`config.mk`:
```
export PLATFORM = sky130hd
export DESIGN_NAME = rni_lcrd_mgr
export DESIGN_NICKNAME = d
export VERILOG_FILES = /design/src/rtl/rni_lcrd_pkg.sv /design/src/rtl/rni_lcrd_ch_ctr.sv /design/src/rtl/rni_lcrd_mgr.sv
export SDC_FILE = /design/constraint.sdc
export NUM_CORES = 1
export LEC_CHECK = 0
export ABC_AREA = 1
export BUFFER_PORTS_ARGS = -buffer_cell sky130_fd_sc_hd__buf_2
export CAP_MARGIN = 20
export CORE_UTILIZATION = 35
export CTS_BUF_LIST = sky130_fd_sc_hd__clkbuf_16
export CTS_CLUSTER_SIZE = 28
export DETAILED_ROUTE_END_ITERATION = 16
export PLACE_DENSITY = 0.58
export SLEW_MARGIN = 20
export SYNTH_ARGS = -nofsm -noshare
export SYNTH_HDL_FRONTEND = slang
export SYNTH_SLANG_ARGS = --single-unit
```
`constraint.sdc`:
```
create_clock -name clk -period 1.6 [get_ports clk]
set_input_delay 0.08 -clock clk [delete_from_list [all_inputs] [get_ports clk]]
set_output_delay 0.08 -clock clk [all_outputs]
set_load 0.01 [all_outputs]
```
`src/rtl/rni_lcrd_pkg.sv`:
```
// Shared definitions for the RNI link-credit manager: FSM encoding and
// the counter-width derivation used by the top level.
package rni_lcrd_pkg;

  // Link-credit FSM state, shared by all channels.
  typedef enum logic [1:0] {
    ST_INIT  = 2'd0,
    ST_RUN   = 2'd1,
    ST_DRAIN = 2'd2,
    ST_STOP  = 2'd3
  } lcrd_state_e;

  // Bits needed to hold every count from 0 up to max_val inclusive.
  function automatic int lcrd_cnt_w(input int max_val);
    return $clog2(max_val + 1);
  endfunction

endpackage

```
`src/rtl/rni_lcrd_ch_ctr.sv`:
```
// One saturating link-credit counter. The top level decides which of
// load/inc/dec/ret are meaningful in the current FSM state; this block only
// applies them and reports saturation events as single-cycle pulses.
module rni_lcrd_ch_ctr #(
  parameter int CNT_W    = 4,
  parameter int INIT_VAL = 4,
  parameter int MAX_VAL  = 15
) (
  input  logic             clk,
  input  logic             rst,
  input  logic             load_i,
  input  logic             inc_i,
  input  logic             dec_i,
  input  logic             ret_i,
  output logic [CNT_W-1:0] cnt_o,
  output logic             not_zero_o,
  output logic             ovf_o,
  output logic             unf_o
);

  logic [CNT_W-1:0] cnt_q, cnt_d;
  logic             take;
  logic             at_max;

  // A consumed credit and a returned credit both remove one from the pool.
  assign take       = dec_i | ret_i;
  assign at_max     = (cnt_q == CNT_W'(MAX_VAL));
  assign not_zero_o = |cnt_q;
  assign cnt_o      = cnt_q;

  // Next count: load wins, simultaneous add/remove cancels, edges saturate.
  always_comb begin
    // NOTE: every output of a combinational block gets a default first so no path can infer a latch.
    cnt_d = cnt_q;
    ovf_o = 1'b0;
    unf_o = 1'b0;
    if (load_i) begin
      cnt_d = CNT_W'(INIT_VAL);
    end else if (inc_i && !take) begin
      if (at_max) ovf_o = 1'b1;
      else        cnt_d = cnt_q + 1'b1;
    end else if (take && !inc_i) begin
      if (!not_zero_o) unf_o = 1'b1;
      else             cnt_d = cnt_q - 1'b1;
    end
  end

  // Count register, cleared asynchronously.
  always_ff @(posedge clk or posedge rst) begin
    // NOTE: sequential state uses non-blocking assignment so all registers sample pre-edge values.
    if (rst) cnt_q <= '0;
    else     cnt_q <= cnt_d;
  end

endmodule

```
`src/rtl/rni_lcrd_mgr.sv`:
```
// Multi-channel CHI L-credit manager for the RNI transmit side. A single
// INIT/RUN/DRAIN/STOP FSM governs NUM_CH per-channel counters; DRAIN hands
// every held credit back to the link layer before deact_done is raised.
module rni_lcrd_mgr
  import rni_lcrd_pkg::*;
#(
  parameter int  NUM_CH            = 4,
  parameter int  LCRD_INIT_CNT_VAL = 4,
  parameter int  LCRD_MAX_CNT_VAL  = 15,
  localparam int CNT_W             = lcrd_cnt_w(LCRD_MAX_CNT_VAL)
) (
  input  logic                    clk,
  input  logic                    rst,
  input  logic [NUM_CH-1:0]       lcrd_inc,
  input  logic [NUM_CH-1:0]       lcrd_dec,
  input  logic                    deact_req,
  output logic [NUM_CH-1:0]       lcrd_avail,
  output logic [NUM_CH-1:0]       lcrd_full,
  output logic [NUM_CH*CNT_W-1:0] lcrd_cnt,
  output logic [NUM_CH-1:0]       lcrd_ret,
  output logic                    deact_done,
  output logic                    ovf_err,
  output logic                    unf_err
);

  lcrd_state_e       state_q, state_d;
  logic              cnt_load;
  logic [NUM_CH-1:0] dec_run;
  logic [NUM_CH-1:0] ch_not_zero, ch_ovf, ch_unf, ch_at_max;
  logic              all_zero;
  logic              ovf_err_q, ovf_err_d;
  logic              unf_err_q, unf_err_d;
  logic              deact_done_q, deact_done_d;

  assign all_zero = ~|ch_not_zero;

  for (genvar i = 0; i < NUM_CH; i++) begin : g_ch
    rni_lcrd_ch_ctr #(
      .CNT_W    (CNT_W),
      .INIT_VAL (LCRD_INIT_CNT_VAL),
      .MAX_VAL  (LCRD_MAX_CNT_VAL)
    ) u_ctr (
      .clk        (clk),
      .rst        (rst),
      .load_i     (cnt_load),
      .inc_i      (lcrd_inc[i]),
      .dec_i      (dec_run[i]),
      .ret_i      (lcrd_ret[i]),
      .cnt_o      (lcrd_cnt[i*CNT_W +: CNT_W]),
      .not_zero_o (ch_not_zero[i]),
      .ovf_o      (ch_ovf[i]),
      .unf_o      (ch_unf[i])
    );
    assign ch_at_max[i] = (lcrd_cnt[i*CNT_W +: CNT_W] == CNT_W'(LCRD_MAX_CNT_VAL));
  end

  // FSM state register; reset always lands in INIT.
  always_ff @(posedge clk or posedge rst) begin
    if (rst) state_q <= ST_INIT;
    else     state_q <= state_d;
  end

  // FSM next state: deact_req low always returns to RUN with counts kept.
  always_comb begin
    state_d = state_q;
    case (state_q)
      ST_INIT:  state_d = ST_RUN;
      ST_RUN:   if (deact_req) state_d = ST_DRAIN;
      ST_DRAIN: begin
        if (!deact_req)                    state_d = ST_RUN;
        else if (all_zero && !(|lcrd_inc)) state_d = ST_STOP;
      end
      ST_STOP: begin
        if (!deact_req)     state_d = ST_RUN;
        else if (!all_zero) state_d = ST_DRAIN;
      end
      default: state_d = ST_INIT;
    endcase
  end

  // FSM outputs: counter controls and the same-cycle avail/full/ret flags.
  always_comb begin
    cnt_load   = 1'b0;
    dec_run    = '0;
    lcrd_avail = '0;
    lcrd_full  = '0;
    lcrd_ret   = '0;
    case (state_q)
      ST_INIT:  cnt_load = 1'b1;
      ST_RUN: begin
        dec_run    = lcrd_dec;
        lcrd_avail = (ch_not_zero | lcrd_inc) & {NUM_CH{~rst}};
        lcrd_full  = ~lcrd_dec & ch_at_max;
      end
      ST_DRAIN: lcrd_ret = ch_not_zero | lcrd_inc;
      default:  ;
    endcase
  end

  // Sticky errors; any dec outside RUN is an underflow even though it is ignored.
  always_comb begin
    ovf_err_d    = ovf_err_q | (|ch_ovf);
    unf_err_d    = unf_err_q | (|ch_unf) | ((state_q != ST_RUN) & (|lcrd_dec));
    deact_done_d = (state_d == ST_STOP);
  end

  // Registered status flags.
  always_ff @(posedge clk or posedge rst) begin
    if (rst) begin
      ovf_err_q    <= 1'b0;
      unf_err_q    <= 1'b0;
      deact_done_q <= 1'b0;
    end else begin
      ovf_err_q    <= ovf_err_d;
      unf_err_q    <= unf_err_d;
      deact_done_q <= deact_done_d;
    end
  end

  assign ovf_err    = ovf_err_q;
  assign unf_err    = unf_err_q;
  assign deact_done = deact_done_q;

`ifdef ASSERT_CHECKER_ON
  param_range_a: assert property (@(posedge clk)
    (NUM_CH >= 1) && (NUM_CH <= 8) && (LCRD_MAX_CNT_VAL >= 1) &&
    (LCRD_MAX_CNT_VAL <= 15) && (LCRD_MAX_CNT_VAL >= LCRD_INIT_CNT_VAL))
    else $error("rni_lcrd_mgr: parameter out of range");

  ret_only_drain_a: assert property (@(posedge clk) disable iff (rst)
    (|lcrd_ret) |-> (state_q == ST_DRAIN))
    else $error("rni_lcrd_mgr: lcrd_ret outside DRAIN");

  // Reported as a warning: the sticky ovf_err flag is the functional signal.
  inc_while_full_a: assert property (@(posedge clk) disable iff (rst)
    !(|(lcrd_inc & lcrd_full)))
    else $warning("rni_lcrd_mgr: credit received on a full channel");
`endif

endmodule

```
==> Word-level counts from Yosys, hierarchy flattened <==
Index checks and enable logic that the tools add are counted.
{ "classes": {"bitwise_logic": 13, "eq_ne": 13, "n_addsub": 8, "mux": 59, "reduce_logical": 41} }
{ "ops": {"columns": ["operator", "n"], "rows": [
  ["$mux W4", 24],
  ["$reduce_or A4 Y1", 8],
  ["$mux W1", 29],
  ["$reduce_bool A3 Y1", 8],
  ["$add A4 B1 Y4 const B", 4],
  ["$eq A4 B4 Y1 const B", 4],
  ["$reduce_or A16 Y1", 1],
  ["$sub A4 B1 Y4 const B", 4],
  ["$ne A3 B3 Y1 const B", 4],
  ["$reduce_and A3 Y1", 4],
  ["$logic_not A1 Y1", 10],
  ["$mux W2", 5],
  ["$logic_and A1 B1 Y1", 9],
  ["$and A4 B4 Y4", 2],
  ["$pmux W2 S4", 1],
  ["$or A1 B1 Y1", 7],
  ["$eq A2 B2 Y1 const B", 3],
  ["$not A4 Y4", 1],
  ["$or A4 B4 Y4", 1],
  ["$eq A2 B1 Y1 const B", 1],
  ["$logic_not A2 Y1", 1],
  ["$ne A2 B1 Y1 const B", 1],
  ["$and A1 B1 Y1", 1],
  ["$not A1 Y1", 1]
]} }
{ "totals": {"output_inout_bits": 31, "ff_bits": 21, "elab_cells": 142, "inputBits": 11} }

==> Depth between registers and ports, before layout <==
{ "logic_depth": {"ltp_word": 11, "mapped_depth": 13, "depth_no_buf": 13} }

==> By module <==
A second synthesis with hierarchy kept.
{ "unflattened": {"hier_cells": 298, "hier_area_um2": 1984.4} }
{ "modules_own_cells": {"columns": ["module", "seq_area_each_um2", "area_per_inst_um2", "cells_each", "instances"], "rows": [
  ["rni_lcrd_ch_ctr", 100.1, 395.4, 58, 4],
  ["rni_lcrd_mgr", 125.1, 402.9, 66, 1]
]} }

==> Worst setup path before layout <==
OpenSTA, ideal clock, no wires.
{ "synth_timing": {"path_type": "register -> register", "from": "register g_ch[3].u_ctr.cnt_q[0]", "to": "register g_ch[3].u_ctr.cnt_q[3]", "path_buffers": 0, "path_stages_with_launch": 12, "path_slack_ns": -0.263, "arrival_ns": 1.745, "path_cell_list": "dfrtp_1 nor2_1 nand3_1 nand2_2 nand3_2 ha_1 nand2_1 nand3b_1 nand2_1 nand2_1 nand3_1 nand2_1"} }
{ "synth_via": {"elab_chain_cells": 8} }
{ "synth_lines": {"columns": ["element", "line_no", "text"], "rows": [
  ["start: declaration", "rni_lcrd_ch_ctr.sv:21", "logic [CNT_W-1:0] cnt_q, cnt_d;"],
  ["start signal: assignment", "rni_lcrd_ch_ctr.sv:52", "else cnt_q <= cnt_d;"],
  ["$reduce_or A4 Y1", "rni_lcrd_ch_ctr.sv:28", "assign not_zero_o = |cnt_q;"],
  ["$or A4 B4 Y4", "rni_lcrd_mgr.sv:95", "ST_DRAIN: lcrd_ret = ch_not_zero | lcrd_inc;"],
  ["$mux W4", "rni_lcrd_mgr.sv:88", "case (state_q)"],
  ["$or A1 B1 Y1", "rni_lcrd_ch_ctr.sv:26", "assign take = dec_i | ret_i;"],
  ["$logic_not A1 Y1", "rni_lcrd_ch_ctr.sv:39", "end else if (inc_i && !take) begin"],
  ["$logic_and A1 B1 Y1", "rni_lcrd_ch_ctr.sv:39", null],
  ["$ne A3 B3 Y1 (no line), or another cell as far along", null, null],
  ["$reduce_and A3 Y1 (no line) / $mux W4 (equally long branches)", null, null]
]} }
Several ways; a longest one is shown, not always the timed one. The select of a mux whose other input is x is not followed.
A chain may end at the register's enable or synchronous reset.

==> Final worst setup path <==
{ "layout_timing": {"from": "register state_q[1]", "to": "register g_ch[1].u_ctr.cnt_q[3]"} }
{ "layout_via": {"elab_chain_cells": 7} }
{ "layout_lines": {"columns": ["element", "line_no", "text"], "rows": [
  ["start: declaration", "rni_lcrd_mgr.sv:26", "lcrd_state_e state_q, state_d;"],
  ["start signal: assignment", "rni_lcrd_mgr.sv:60", "else state_q <= state_d;"],
  ["$eq A2 B1 Y1 / $eq A2 B2 Y1 (equally long branches)", "rni_lcrd_mgr.sv:88", null],
  ["$mux W4", "rni_lcrd_mgr.sv:88", null],
  ["$or A1 B1 Y1", "rni_lcrd_ch_ctr.sv:26", null],
  ["$logic_not A1 Y1", "rni_lcrd_ch_ctr.sv:39", null],
  ["$logic_and A1 B1 Y1", "rni_lcrd_ch_ctr.sv:39", null],
  ["$ne A3 B3 Y1 (no line), or another cell as far along", null, null],
  ["$reduce_and A3 Y1 (no line) / $mux W4 (equally long branches)", null, null],
  ["end signal: assignment", "rni_lcrd_ch_ctr.sv:52", null],
  ["end: declaration", "rni_lcrd_ch_ctr.sv:21", null]
]} }
Several ways; a longest one is shown, not always the timed one.

==> results.py <==
metrics = {
    "critical_path": {
        "cp_num_buf_inv": 1,
        "path_class": "reg2reg",
        "cp_max_fo": 5,
        "worst_setup_path_end_kind": "flop",
        "crit_slowest_cell": "dfrtp_1",
        "cpLargestDelayFamily": "compound AO/OA/AOI/OAI gates",
        "cp.arrival_ns": 1.93,
        "crit_chain": "buf_4, nor2_4, nand2_2, nand3_4, ha_4, a21o_1, a21oi_2, xor2_1, o22ai_1",
        "required_ns": 1.73,
        "max_stage_delay_ns": 0.40,
        "crit_path_start_kind": "flop",
    },
    "clock_network": {
        "cts_tree": "built",
        "cts.reportedPaths.clkPinSlew_ns": 0.07,
        "htreeDepth": 1,
        "cts_root_buffer": "clkbuf_16",
        "clockBufferDepth": 2,
        "cts_buffers": 3,
        "insertion_delay_ns": 0.26,
        "cts.sinks": 21,
    },
    "grt": {
        "grt_use_total_pct": 21.00,
        "use_met2_pct": 34.48,
        "grt_pass1_wl_mm": 8.611,
        "grt-ovfl-total": 0,
        "grt_max_degree": 13,
        "use_met3_pct": 1.806,
        "grt_pass1_vias": 1855,
        "top_usage_layer": "met2",
        "antenna_found_initial": 0,
        "grt_use_met1_pct": 29.77,
    },
    "synth": {
        "synth.distinct_cells": 32,
        "ys_seq_area_share_pct": 30.19,
        "syn_inst": 252,
        "yosysTopAreaCell": "dfrtp_1",
        "synthTopCellsByArea": "dfrtp_1 (30%), inv_1 (12%), nand2_1 (12%)",
        "mappedNetlistArea_um2": 1740,
        "synth_nets": 272,
        "synth_top_area_share_pct": 30.19,
        "ys_warn_count": 0,
        "ys_ff_latch": 21,
        "syn_avg_cell_area_um2": 6.906,
    },
    "sta": {
        "setup_ws_ns": -0.1972,
        "slew_viol_final": 0,
        "layout_min_cycle_time_ns": 1.797,
        "setup_violations": 11,
        "rsz0062_at_grt": "true",
        "whs_ns": 0.06491,
        "worstMarginPinSlew_ns": 0.4461,
        "hold_viol_final": 0,
        "clock_skew_ns": 0.004781,
        "slew_headroom_pct": 70.23,
        "fin_crit_sh_pct": 112.3,
        "finalSetupTns_ns": -1.054,
        "fmax_mhz": 556.4,
    },
    "detailed_routing": {
        "routed_wl_mm": 5.377,
        "via_per_inst": 4.788,
        "drt_pass1_iterations": 4,
        "drtAntennaViolNets": 0,
        "drt_iter0_markers": 82,
        "wl_per_cell_um": 12.80,
        "vias": 2011,
        "drc_errors": 0,
    },
    "place": {
        "gp_congestion": 0.8359,
        "post-dp-hpwl_mm": 3.882,
        "portBuffers": 41,
    },
    "floorplan": {
        "std_cell_rows": 25,
        "dieWidth_um": 72.52,
        "dieArea_um2": 5258,
        "initial_core_util_pct": 36.61,
        "core-area_um2": 4755,
        "die_h_um": 72.52,
        "ios": 42,
    },
    "pwr": {
        "p_leak_nw": 1.545,
        "vdd_ir_drop_max_uv": 656.5,
        "power.density_nw_per_um2": 1419,
    },
    "cells_and_area": {
        "antennaDiodeCount": 0,
        "nets": 374,
        "drive_gt1_share_pct": 50.14,
        "final_util_pct": 60.05,
        "syn_to_final_growth_pct": 64.05,
    },
    "status": {
        "violations": "negative setup slack",
        "status": "complete, but fails checks",
    },
    "flow_run": {
        "drv_cap": 0,
    },
    "min_path": {
        "holdCritPathClass": "in2reg",
    },
}
## synth_stat cells
| library cell | instances |
|---|---|
| a21o_1 | 1 |
| a21oi_1 | 7 |
| a21oi_4 | 1 |
| a31oi_1 | 1 |
| and2_1 | 3 |
| buf_4 | 4 |
| dfrtp_1 | 21 |
| fa_1 | 1 |
| ha_1 | 8 |
| inv_1 | 55 |
| inv_2 | 2 |
| nand2_1 | 55 |
| nand2_2 | 3 |
| nand3_1 | 22 |
| nand3_2 | 1 |
| nand3b_1 | 3 |
| nand4_1 | 8 |
| nor2_1 | 18 |
| nor2_2 | 2 |
| nor2_4 | 2 |
| nor3_1 | 5 |
| nor4_1 | 1 |
| o2111ai_1 | 1 |
| o211ai_1 | 2 |
| o211ai_2 | 1 |
| o211ai_4 | 1 |
| o21a_1 | 2 |
| o21ai_0 | 9 |
| o22ai_1 | 2 |
| or2_2 | 1 |
| xnor2_1 | 3 |
| xor2_1 | 6 |
## logic make-up after synthesis
group                    synth area share (%)
flip-flops                              30.19
adder cells (fa/ha/maj)                 6.902
buffers and inverters                   14.02
XOR/XNOR                                4.529
AO/OA/AOI/OAI                           11.21
AND/OR/NAND/NOR                         33.14
## cells in the final DEF (no fill, tap or decap), types with 3 or more instances in the layout
master,Yosys,routed
nor2_2,2,3
buf_4,4,50
inv_1,55,45
xnor2_1,3,3
inv_2,2,10
nor2_1,18,9
nand2_2,3,12
buf_6,0,9
nand2_4,0,6
ha_4,0,4
nor3_2,0,3
xor2_1,6,6
nand3_2,1,5
dfrtp_2,0,3
nor2_4,2,10
nand3b_1,3,3
o21ai_1,0,6
clkbuf_16,0,3
dfrtp_1,21,18
nand3_1,22,16
nand2_1,55,40
buf_2,0,41
nand4_1,8,8
a21oi_2,0,3
a21oi_1,7,4
## layer usage
layer / part of all wire (%) / wire length [µm] / up-vias
li1: - / - / 1007
met1: 48 / 2565 / 943
met2: 48 / 2571 / 55
met3: 3.5 / 187 / 6
met4: 1.0 / 54 / 0
met5: 0 / 0 / -
## registers in the layout, indices dropped and copies added (netlist names)
| register | flops |
|---|---|
| state_q | 2 |
| deact_done | 1 |
| g_ch.u_ctr.cnt_o | 16 |
| ovf_err | 1 |
| unf_err | 1 |
## power by group
part           internal [W]  switching (W)  total [W]
Combinational       0.00118        0.00128    0.00246
Sequential         0.000744       0.000287    0.00103
Clock              0.000337       0.000224   0.000561
Total               0.00226        0.00179    0.00405
## worst min-delay path, stage by stage
cell,delay [ns]
buf_2,0.08
nand2_1,0.06
inv_1,0.07
## final cells by class
class,count,area (µm²)
clock buffer,3,75.07
clock inverter,1,5.005
fill,435,1899
inverter,57,219.0
multi-input combinational,170,1251
sequential,21,529.3
tap,67,83.83
timing repair buffer,101,691.9
## worst paths after layout
| check | start | to | slack, ns | depth (start not counted) |
|---|---|---|---|---|
| worst max-delay path | state_q[1]$_DFF_PP0_ | g_ch[1].u_ctr.cnt_o[3]$_DFFE_PP0P_ | -0.20 | 9 |
| worst min-delay path | deact_req | state_q[1]$_DFF_PP0_ | 0.06 | 3 |
| worst max register to register | state_q[1]$_DFF_PP0_ | g_ch[1].u_ctr.cnt_o[3]$_DFFE_PP0P_ | -0.20 | 9 |
| worst min register to register | ovf_err$_DFF_PP0_ | ovf_err$_DFF_PP0_ | 0.48 | 2 |
| max in group asynchronous | rst | state_q[0]$_DFF_PP0_ | 0.64 | 4 |
| min in group asynchronous | rst | g_ch[3].u_ctr.cnt_o[3]$_DFFE_PP0P_ | 0.40 | 3 |
## through the flow
step / power (W) / setup slack [ns] / cells / area (µm²)
after floorplan: 0.002305 / -0.1384 / 252 / 1798
after global placement: 0.003066 / -0.1626 / 400 / 2387
after detailed placement: 0.003111 / -0.2393 / 400 / 2387
after CTS: 0.003865 / -0.1786 / 412 / 2679
after global routing: 0.004429 / -0.2898 / 420 / 2855
final: 0.004052 / -0.1972 / 420 / 2855
## timing repair
| action | 4_1_cts | 5_1_grt |
|---|---|---|
| hold buffers | 1 | 0 |
| pin swaps | 17 | 24 |
| setup buffers | 10 | 10 |
| endpoints found under the hold margin | 9 | 0 |
| gates resized for setup | 40 | 39 |
| endpoints found under the setup margin | 21 | 25 |
(Power assumes the default switching activity.)
